===== src/rtl/ahb_pkg.sv =====
// Shared AHB-Lite definitions: response encodings, default data width and
// the slave-select type used by the response multiplexer.
package ahb_pkg;

  localparam logic HRESP_OKAY  = 1'b0;
  localparam logic HRESP_ERROR = 1'b1;

  localparam int AHB_DATA_WIDTH = 32;

  // Index of one of the four slaves (0..3 selects slave 1..4).
  typedef logic [1:0] ahb_slv_sel_t;

endpackage


===== src/rtl/ahb_resp_mux_if.sv =====
// Bus bundle between the four slaves, the decoder and the master for the
// AHB-Lite response multiplexer.
//
// Handshake: the transfer in its data phase completes on a rising edge where
// hreadyout=1. A new address-phase sel is accepted only on such an edge;
// while hreadyout=0 the data phase stays bound to the stalled slave.
//
// Modports: slave = the multiplexer's view, master = the view of whoever
// drives the slaves/decoder and consumes the response.
interface ahb_resp_mux_if
  import ahb_pkg::*;
#(
  parameter int DATA_WIDTH = AHB_DATA_WIDTH
);

  ahb_slv_sel_t          sel;
  logic [DATA_WIDTH-1:0] hrdata_1;
  logic [DATA_WIDTH-1:0] hrdata_2;
  logic [DATA_WIDTH-1:0] hrdata_3;
  logic [DATA_WIDTH-1:0] hrdata_4;
  logic                  hreadyout_1;
  logic                  hreadyout_2;
  logic                  hreadyout_3;
  logic                  hreadyout_4;
  logic                  hresp_1;
  logic                  hresp_2;
  logic                  hresp_3;
  logic                  hresp_4;
  logic [DATA_WIDTH-1:0] hrdata;
  logic                  hreadyout;
  logic                  hresp;

  modport slave (
    input  sel,
    input  hrdata_1, hrdata_2, hrdata_3, hrdata_4,
    input  hreadyout_1, hreadyout_2, hreadyout_3, hreadyout_4,
    input  hresp_1, hresp_2, hresp_3, hresp_4,
    output hrdata, hreadyout, hresp
  );

  modport master (
    output sel,
    output hrdata_1, hrdata_2, hrdata_3, hrdata_4,
    output hreadyout_1, hreadyout_2, hreadyout_3, hreadyout_4,
    output hresp_1, hresp_2, hresp_3, hresp_4,
    input  hrdata, hreadyout, hresp
  );

endinterface


===== src/rtl/ahb_resp_mux_sel_reg.sv =====
// Data-phase slave-select register. Captures the decoder's address-phase
// select whenever the bus is ready, holds it through wait states.
module ahb_resp_mux_sel_reg
  import ahb_pkg::*;
#(
  parameter ahb_slv_sel_t SEL_RESET = 2'b00
) (
  input  logic         hclk,
  input  logic         hresetn,
  input  ahb_slv_sel_t sel,
  input  logic         hready,
  output ahb_slv_sel_t sel_q
);

  // Reset wins; otherwise advance to the next data phase only on a ready edge.
  always_ff @(posedge hclk) begin
    if (!hresetn) begin
      sel_q <= SEL_RESET;
    end else if (hready) begin
      sel_q <= sel;
    end
  end

endmodule


===== src/rtl/ahb_resp_mux.sv =====
// AHB-Lite response multiplexer for four slaves. The decoder's select is
// registered at the end of the address phase and steers the selected
// slave's hrdata/hreadyout/hresp to the master during the data phase.
//
// Optional build macro AHB_RESP_MUX_RDATA_GATE_EN: when defined, hrdata is
// driven to zero while the selected slave is inserting wait states.
//
// sel_q_dbg exposes the data-phase select for observation.
module ahb_resp_mux
  import ahb_pkg::*;
#(
  parameter int           DATA_WIDTH = AHB_DATA_WIDTH,
  parameter ahb_slv_sel_t SEL_RESET  = 2'b00
) (
  input  logic         hclk,
  input  logic         hresetn,
  ahb_resp_mux_if.slave bus,
  output ahb_slv_sel_t sel_q_dbg
);

  ahb_slv_sel_t          sel_q;
  logic [DATA_WIDTH-1:0] mux_rdata;
  logic                  mux_ready;
  logic                  mux_resp;

  ahb_resp_mux_sel_reg #(
    .SEL_RESET (SEL_RESET)
  ) u_sel_reg (
    .hclk    (hclk),
    .hresetn (hresetn),
    .sel     (bus.sel),
    .hready  (bus.hreadyout),
    .sel_q   (sel_q)
  );

  assign sel_q_dbg = sel_q;

  // Pick the data-phase slave; all four encodings map to a real slave.
  always_comb begin
    mux_rdata = bus.hrdata_1;
    mux_ready = bus.hreadyout_1;
    mux_resp  = bus.hresp_1;
    case (sel_q)
      2'd0: begin
        mux_rdata = bus.hrdata_1;
        mux_ready = bus.hreadyout_1;
        mux_resp  = bus.hresp_1;
      end
      2'd1: begin
        mux_rdata = bus.hrdata_2;
        mux_ready = bus.hreadyout_2;
        mux_resp  = bus.hresp_2;
      end
      2'd2: begin
        mux_rdata = bus.hrdata_3;
        mux_ready = bus.hreadyout_3;
        mux_resp  = bus.hresp_3;
      end
      default: begin
        mux_rdata = bus.hrdata_4;
        mux_ready = bus.hreadyout_4;
        mux_resp  = bus.hresp_4;
      end
    endcase
  end

  // Drive the master side; during reset present an idle, ready, OKAY bus.
  always_comb begin
    bus.hrdata    = mux_rdata;
    bus.hreadyout = mux_ready;
    bus.hresp     = mux_resp;
`ifdef AHB_RESP_MUX_RDATA_GATE_EN
    if (!mux_ready) begin
      bus.hrdata = '0;
    end
`endif
    if (!hresetn) begin
      bus.hrdata    = '0;
      bus.hreadyout = 1'b1;
      bus.hresp     = HRESP_OKAY;
    end
  end

endmodule


===== src/flat_wrapper.sv =====
// flat-port wrapper written by rule: the top's interface ports become plain ports
module ahb_resp_mux_flat import ahb_pkg::*;
#(
  parameter int           DATA_WIDTH = AHB_DATA_WIDTH,
  parameter ahb_slv_sel_t SEL_RESET  = 2'b00
)
  (hclk, hresetn, sel_q_dbg, bus_sel, bus_hrdata_1, bus_hrdata_2, bus_hrdata_3, bus_hrdata_4, bus_hreadyout_1, bus_hreadyout_2, bus_hreadyout_3, bus_hreadyout_4, bus_hresp_1, bus_hresp_2, bus_hresp_3, bus_hresp_4, bus_hrdata, bus_hreadyout, bus_hresp);
  ahb_resp_mux_if #(.DATA_WIDTH(DATA_WIDTH)) bus_i ();
  input  logic hclk;
  input  logic hresetn;
  output ahb_slv_sel_t sel_q_dbg;
  input wire logic [$bits(bus_i.sel)-1:0] bus_sel;
  input wire logic [$bits(bus_i.hrdata_1)-1:0] bus_hrdata_1;
  input wire logic [$bits(bus_i.hrdata_2)-1:0] bus_hrdata_2;
  input wire logic [$bits(bus_i.hrdata_3)-1:0] bus_hrdata_3;
  input wire logic [$bits(bus_i.hrdata_4)-1:0] bus_hrdata_4;
  input wire logic [$bits(bus_i.hreadyout_1)-1:0] bus_hreadyout_1;
  input wire logic [$bits(bus_i.hreadyout_2)-1:0] bus_hreadyout_2;
  input wire logic [$bits(bus_i.hreadyout_3)-1:0] bus_hreadyout_3;
  input wire logic [$bits(bus_i.hreadyout_4)-1:0] bus_hreadyout_4;
  input wire logic [$bits(bus_i.hresp_1)-1:0] bus_hresp_1;
  input wire logic [$bits(bus_i.hresp_2)-1:0] bus_hresp_2;
  input wire logic [$bits(bus_i.hresp_3)-1:0] bus_hresp_3;
  input wire logic [$bits(bus_i.hresp_4)-1:0] bus_hresp_4;
  output wire logic [$bits(bus_i.hrdata)-1:0] bus_hrdata;
  output wire logic [$bits(bus_i.hreadyout)-1:0] bus_hreadyout;
  output wire logic [$bits(bus_i.hresp)-1:0] bus_hresp;
  assign bus_i.sel = bus_sel;
  assign bus_i.hrdata_1 = bus_hrdata_1;
  assign bus_i.hrdata_2 = bus_hrdata_2;
  assign bus_i.hrdata_3 = bus_hrdata_3;
  assign bus_i.hrdata_4 = bus_hrdata_4;
  assign bus_i.hreadyout_1 = bus_hreadyout_1;
  assign bus_i.hreadyout_2 = bus_hreadyout_2;
  assign bus_i.hreadyout_3 = bus_hreadyout_3;
  assign bus_i.hreadyout_4 = bus_hreadyout_4;
  assign bus_i.hresp_1 = bus_hresp_1;
  assign bus_i.hresp_2 = bus_hresp_2;
  assign bus_i.hresp_3 = bus_hresp_3;
  assign bus_i.hresp_4 = bus_hresp_4;
  assign bus_hrdata = bus_i.hrdata;
  assign bus_hreadyout = bus_i.hreadyout;
  assign bus_hresp = bus_i.hresp;
  ahb_resp_mux #(.DATA_WIDTH(DATA_WIDTH), .SEL_RESET(SEL_RESET)) u_core (.hclk(hclk), .hresetn(hresetn), .bus(bus_i), .sel_q_dbg(sel_q_dbg));
endmodule

===== config.mk =====
export PLATFORM = sky130hd
export DESIGN_NAME = ahb_resp_mux_flat
export DESIGN_NICKNAME = d
export VERILOG_FILES = /design/src/rtl/ahb_pkg.sv /design/src/rtl/ahb_resp_mux_if.sv /design/src/rtl/ahb_resp_mux_sel_reg.sv /design/src/rtl/ahb_resp_mux.sv /design/src/flat_wrapper.sv
export SDC_FILE = /design/constraint.sdc
export NUM_CORES = 1
export LEC_CHECK = 0
export CORE_MARGIN = 4
export CORE_UTILIZATION = 21
export DETAILED_ROUTE_END_ITERATION = 16
export GPL_ROUTABILITY_DRIVEN = 1
export PLACE_DENSITY_LB_ADDON = 0.25
export SLEW_MARGIN = 30
export SYNTH_ARGS = -nofsm -noshare
export SYNTH_HDL_FRONTEND = slang
export SYNTH_SLANG_ARGS = --single-unit

===== constraint.sdc =====
create_clock -name hclk -period 1.7 [get_ports hclk]
set_clock_uncertainty 0.2 [all_clocks]
set_input_delay 0.255 -clock hclk [delete_from_list [all_inputs] [get_ports hclk]]
set_output_delay 0.255 -clock hclk [all_outputs]
set_load 0.01 [all_outputs]

==> qor.txt <==
Post-Syn Nets: 234
DR pass1 iterations: 4
Post-Synthesis Cells: 94
RSZ-0062 raised after global routing: yes
pwr dens: 371 nW/um2
area leader, netlist: mux4_2
root buffer selected by CTS: clkbuf_8
outcome: complete, but fails checks
Clock Path Buffers: 2
drt wl/cell: 17.2 um
register cell area after layout: 45.0 um2
Worst slew margin: 87.1%
proportion of layout cells with a drive suffix above 1: 42.7%
Seq/Total Area, Yosys: 3.44%
H-tree levels: 1
peak supply drop: 259 uV
first-pass GRT wire length: 9180 um
CTS Hold Bufs: 0
GR Util All Layers: 17.9%
minimum clock period: 2.06 ns
PnR worst setup slack: -0.356 ns
routed vias: 1636
antenna violations before repair: 0
largest net degree at the start of global routing: 22
# port buffers: 175
Multi-input gate area: 1110 um2
area delta synth->final: 189%
top cells by area, synth: mux4_2 (64%), and2_1 (18%), dfxtp_1 (3.4%), buf_6 (1.9%), mux2_2 (1.9%)
Final Cycle Share: 121%
WS Path Type: reg2out
fillers: 446
largest register by flop count: u_core.u_sel_reg.sel_q
CTS tree: done
CORE AREA: 5240 um2
number of global-route vias before repair: 1954
final WL: 6130 um
Worst-Skew Late Latency: 0.21 ns
Final Hold Viols: 0
initial drt markers: 23
Setup TNS: -10.78 ns
Synth cell types: 19
Pint: 934 uW
max-slew violation count: 0
Max Freq: 486 MHz
total grt overflow: 0
total CTS buffers: 3
Lkg Pwr: 0.00131 uW
Seq pwr share: 4.6%
CP Max Fanout: 7
pre-CTS worst setup slack: -0.539 ns
slew of the pin with the lowest slew margin: 0.191 ns
Arr. time, crit path: 1.60 ns
Critical Path Start Type: flop
nets@finish: 427
Comb power frac: 79.6%
HPWL after DPL: 5080 um
Die W: 82.5 um
Syn Std Cell Area: 1160 um2
DRC viols: 0
Psw: 313 uW
CTS Sinks: 2
Clk pwr share: 15.9%
Hold Crit Class: in2reg
die height: 82.5 um
Ys Warns: 0
max reg flops: 2
gpl congestion: 0.809
Worst-path clk slew: 0.03 ns
initial core utilization: 22.2%
die area: 6800 um2
Ports: 176
Via density: 4.60
Regs by FF count: u_core.u_sel_reg.sel_q x2
Required @ worst endpoint: 1.24 ns
MaxCap Viol Count: 0
Design Power: 1250 uW
failing checks: negative setup slack
flops & latches, synth: 2
post-synth top area share: 63.8%
# setup viols final: 34
# diodes: 0
row count: 26
switching part of the total: 25.1%
DRT antenna net count: 0
critical path capture point type: output pin
synthesized area per cell: 12.4 um2
logic make-up (layout without fill, tap and decap cells):
logic type	count (synthesis)	after routing	share of synthesized area, %
buffers and inverters	12	204	6.55
AOI/OAI and AO/OA	5	5	2.69
muxes	37	37	67.5
DFF	2	2	3.44
and+or+nand+nor	38	38	19.9
power groups by stage:
| stage | clock, uW | combinational, uW | sequential (uW) |
|---|---|---|---|
| after floorplan | 0 | 380 | 56.7 |
| after global placement | 0 | 898 | 57.6 |
| after detailed placement | 0 | 908 | 57.9 |
| after CTS | 201 | 989 | 56.8 |
| after global routing | 206 | 1060 | 57.4 |
| final | 198 | 992 | 56.8 |
synth_stat cells:
master,number
o21ai_0,1
mux4_2,33
a31oi_1,1
inv_1,1
a21oi_1,1
mux2i_1,2
nor2b_1,1
buf_2,4
nor2_1,1
o211ai_1,1
dfxtp_1,2
buf_8,1
nand3b_1,1
nand2_1,2
mux2_2,2
and2_1,33
buf_6,2
clkbuf_1,4
o31ai_1,1
placed cells by master (no fill, tap or decap), drive strengths merged, types with 2 or more instances in the layout:
master and instances:
clkbuf 4, mux2i 2, mux2 2, dfxtp 2, mux4 33, and2 33
nand2 2, buf 58, clkdlybuf4s50 139
cell type report:
class	count	area share (%)
Multi-Input combinational cell	80	33.1
Tap cell	70	2.61
Clock buffer	4	1.34
Inverter	1	0.112
Sequential cell	2	1.34
Timing Repair Buffer	199	61.5
critical path: stages, from the launching register on:
cell	delay [ns]
dfxtp_4	0.36
buf_12	0.12
buf_12	0.13
mux4_2	0.48
and2_1	0.16
buf_2	0.13
what timing repair did:
action                                  CTS  global route
buffers inserted                         12             3
gates cloned                              3             0
pin swaps                                30             5
resized for setup                       168            21
endpoints found under the setup margin   36            34
routing by layer:
| metal | vias to the layer above | GRT usage (%) | wire (um) |
|---|---|---|---|
| li1 | 768 | - | - |
| met2 | 91 | 35.7 | 3580 |
| met5 | - | 0 | 0 |
| met3 | 6 | 6.72 | 703 |
| met1 | 771 | 16.9 | 1770 |
| met4 | 0 | 3.99 | 82 |
path summary, 6_finish.rpt:
check,from,to,slack [ns],depth (start not counted)
max,u_core.u_sel_reg.sel_q[0],bus_hrdata[6],-0.36,5
min,bus_sel[0],u_core.u_sel_reg.sel_q[0],0.45,3
max reg2reg,u_core.u_sel_reg.sel_q[0],u_core.u_sel_reg.sel_q[1],0.24,6
min reg2reg,u_core.u_sel_reg.sel_q[1],u_core.u_sel_reg.sel_q[1],0.60,3
through the flow:
| step | hold slack, ns | cells | util, % | instance area (um2) |
|---|---|---|---|---|
| after floorplan | 0.177 | 94 | - | 1230 |
| after global placement | 0.479 | 338 | 59.4 | 3110 |
| after detailed placement | 0.478 | 338 | 59.4 | 3110 |
| after CTS | 0.448 | 357 | 63.8 | 3340 |
| after global routing | 0.455 | 356 | 64.2 | 3360 |
| final | 0.455 | 356 | 64.2 | 3360 |
Power figures use the tool's default switching activity.
==> RTL change: new RTL, same settings <==
Reset style: asynchronous (`hresetn`), changed in one clocked block.
--- a/src/rtl/ahb_resp_mux_sel_reg.sv
+++ b/src/rtl/ahb_resp_mux_sel_reg.sv
@@ -14,5 +14,5 @@
 
   // Reset wins; otherwise advance to the next data phase only on a ready edge.
-  always_ff @(posedge hclk) begin
+  always_ff @(posedge hclk or negedge hresetn) begin
     if (!hresetn) begin
       sel_q <= SEL_RESET;
Formal check against the unedited RTL: differs if hresetn is asserted again (counterexample within 4 cycles, from zero or initial values and one cycle with hresetn low); with hresetn held inactive, the same outputs for 10 cycles.
==> RTL change against the original RTL <==
The run still ends with setup timing left. Hold slack lost 150 ps. Wire length rose by 14%. Sequential cell count is the same. Sequential share of layout area grew 0.14 points. Worst setup slack lost 120 ps. Utilization shrank 0.93 points. Total power up 47%. Area after synthesis up 1.6%. Design area up 3.0%. Critical endpoint is now bus_hrdata[8]. Largest power group unchanged.
==> RTL change: results (changes against the original RTL) <==
Largest net degree at the start of global routing -> 23 (was 22)
Max reg flops -> 2 (unchanged)
DRT iter0 DRCs -> 25 (was 23)
Yosys Warn Count -> 0 (unchanged)
RR Startpoint -> u_core.u_sel_reg.sel_q[0] (unchanged)
Post-synthesis mux area share -> 0.646 (was 0.675)
Worst setup endpoint -> bus_hrdata[8] (was bus_hrdata[6])
WL/cell -> 19.6 um (was 17.2 um)
Slowest cell on crit path -> mux4_2 (unchanged)
Final Hold Slack -> 302 ps (was 455 ps)
Number of global-route vias before repair -> 1,766 (was 1,954)
Buffers added on ports -> 175 (unchanged)
Routed WL -> 6980 um (was 6130 um)
Worst Reg-to-Reg Cells -> 8 (was 6)
Fin nets -> 426 (was 427)
Post-DP HPWL -> 5540 um (was 5080 um)
Synth area leaders -> mux4_2 57%, and2_1 17%, mux4_1 6.7% (was mux4_2 64%, and2_1 18%, dfxtp_1 3.4%)
Failing checks -> setup timing (unchanged)
Critical R2R Capture -> u_core.u_sel_reg.sel_q[0] (was u_core.u_sel_reg.sel_q[1])
Min-Delay Path Class -> in -> async (was in -> reg)
DP Area -> 0.00317 mm2 (was 0.00311 mm2)
First-pass GRT wire length -> 10,600 um (was 9180 um)
Total number of vias -> 1,644 (was 1,636)
Sequential area share after synthesis -> 0.0423 (was 0.0344)
Synth unique cells -> 20 (was 19)
Worst-Skew Late Latency -> 210 ps (about the same)
Syn Inst Count -> 91 (was 94)
Placement Setup Slack -> -559 ps (was -539 ps)
GRT Total Usage -> 0.197 (was 0.179)
Critical path arrival -> 1720 ps (was 1600 ps)
Net Count, Synth -> 231 (was 234)
Asr flop ratio synth -> 1.00 (was 0)
Compound-Gate Fraction of Synth Area -> 0.0359 (was 0.0269)
Final GP Congestion -> 0.850 (was 0.809)
Final setup viols -> 36 (was 34)
Status -> finished with violations (unchanged)
Synth cell count leaders -> 33 x and2_1, 30 x mux4_2, 4 x clkbuf_1 (was 33 x and2_1, 33 x mux4_2, 4 x buf_2, 4 x clkbuf_1)
Worst vdd ir -> 390 uV (was 259 uV)
Critical Path Fanout Max -> 8 (was 7)
1st-pass router iterations -> 4 (unchanged)
Reg2Reg Setup Slack -> -100 ps (was 240 ps)
Crit path launch -> u_core.u_sel_reg.sel_q[0] (unchanged)
Synth Flop Type -> dfrtp_1 (was dfxtp_1)
Final setup margin -> -476 ps (was -356 ps)
Leakage power -> 1.39 nW (was 1.31 nW)
Worst Max-Slew Pin Slew -> 240 ps (was 191 ps)
Fin Setup TNS -> -14,630 ps (was -10,780 ps)
Share of layout cells above drive strength 1 -> 0.470 (was 0.427)
==> RTL change: cell type report <==
type                    count  area [um2]
clock buffers               4        45.0
flip-flops and latches      2        51.3
well taps                  72        90.1
fillers                   468        2010
multi-input cells          76        1130
repair buffers            201        2140
inverters                   2        7.51
==> RTL change: repair_timing <==
action | 4_1_cts | 5_1_grt
pin swaps | 34 | 2
setup buffers | 13 | 1
gates cloned | 4 | 0
gates resized for setup | 196 | 2
setup endpoints to repair | 37 | 36
==> RTL change: where the power goes <==
group | switching [mW] | internal [mW]
combinational | 0.465 | 1.11
sequential | 0.00846 | 0.0566
clock | 0.0389 | 0.159
==> RTL change: routing by layer <==
layer / up-vias / global-route usage / wire length, um
met5: - / 0 / 0
met4: 0 / 0.0401 / 42
met3: 2 / 0.0288 / 423
met2: 84 / 0.365 / 3690
met1: 794 / 0.239 / 2820
li1: 764 / - / -
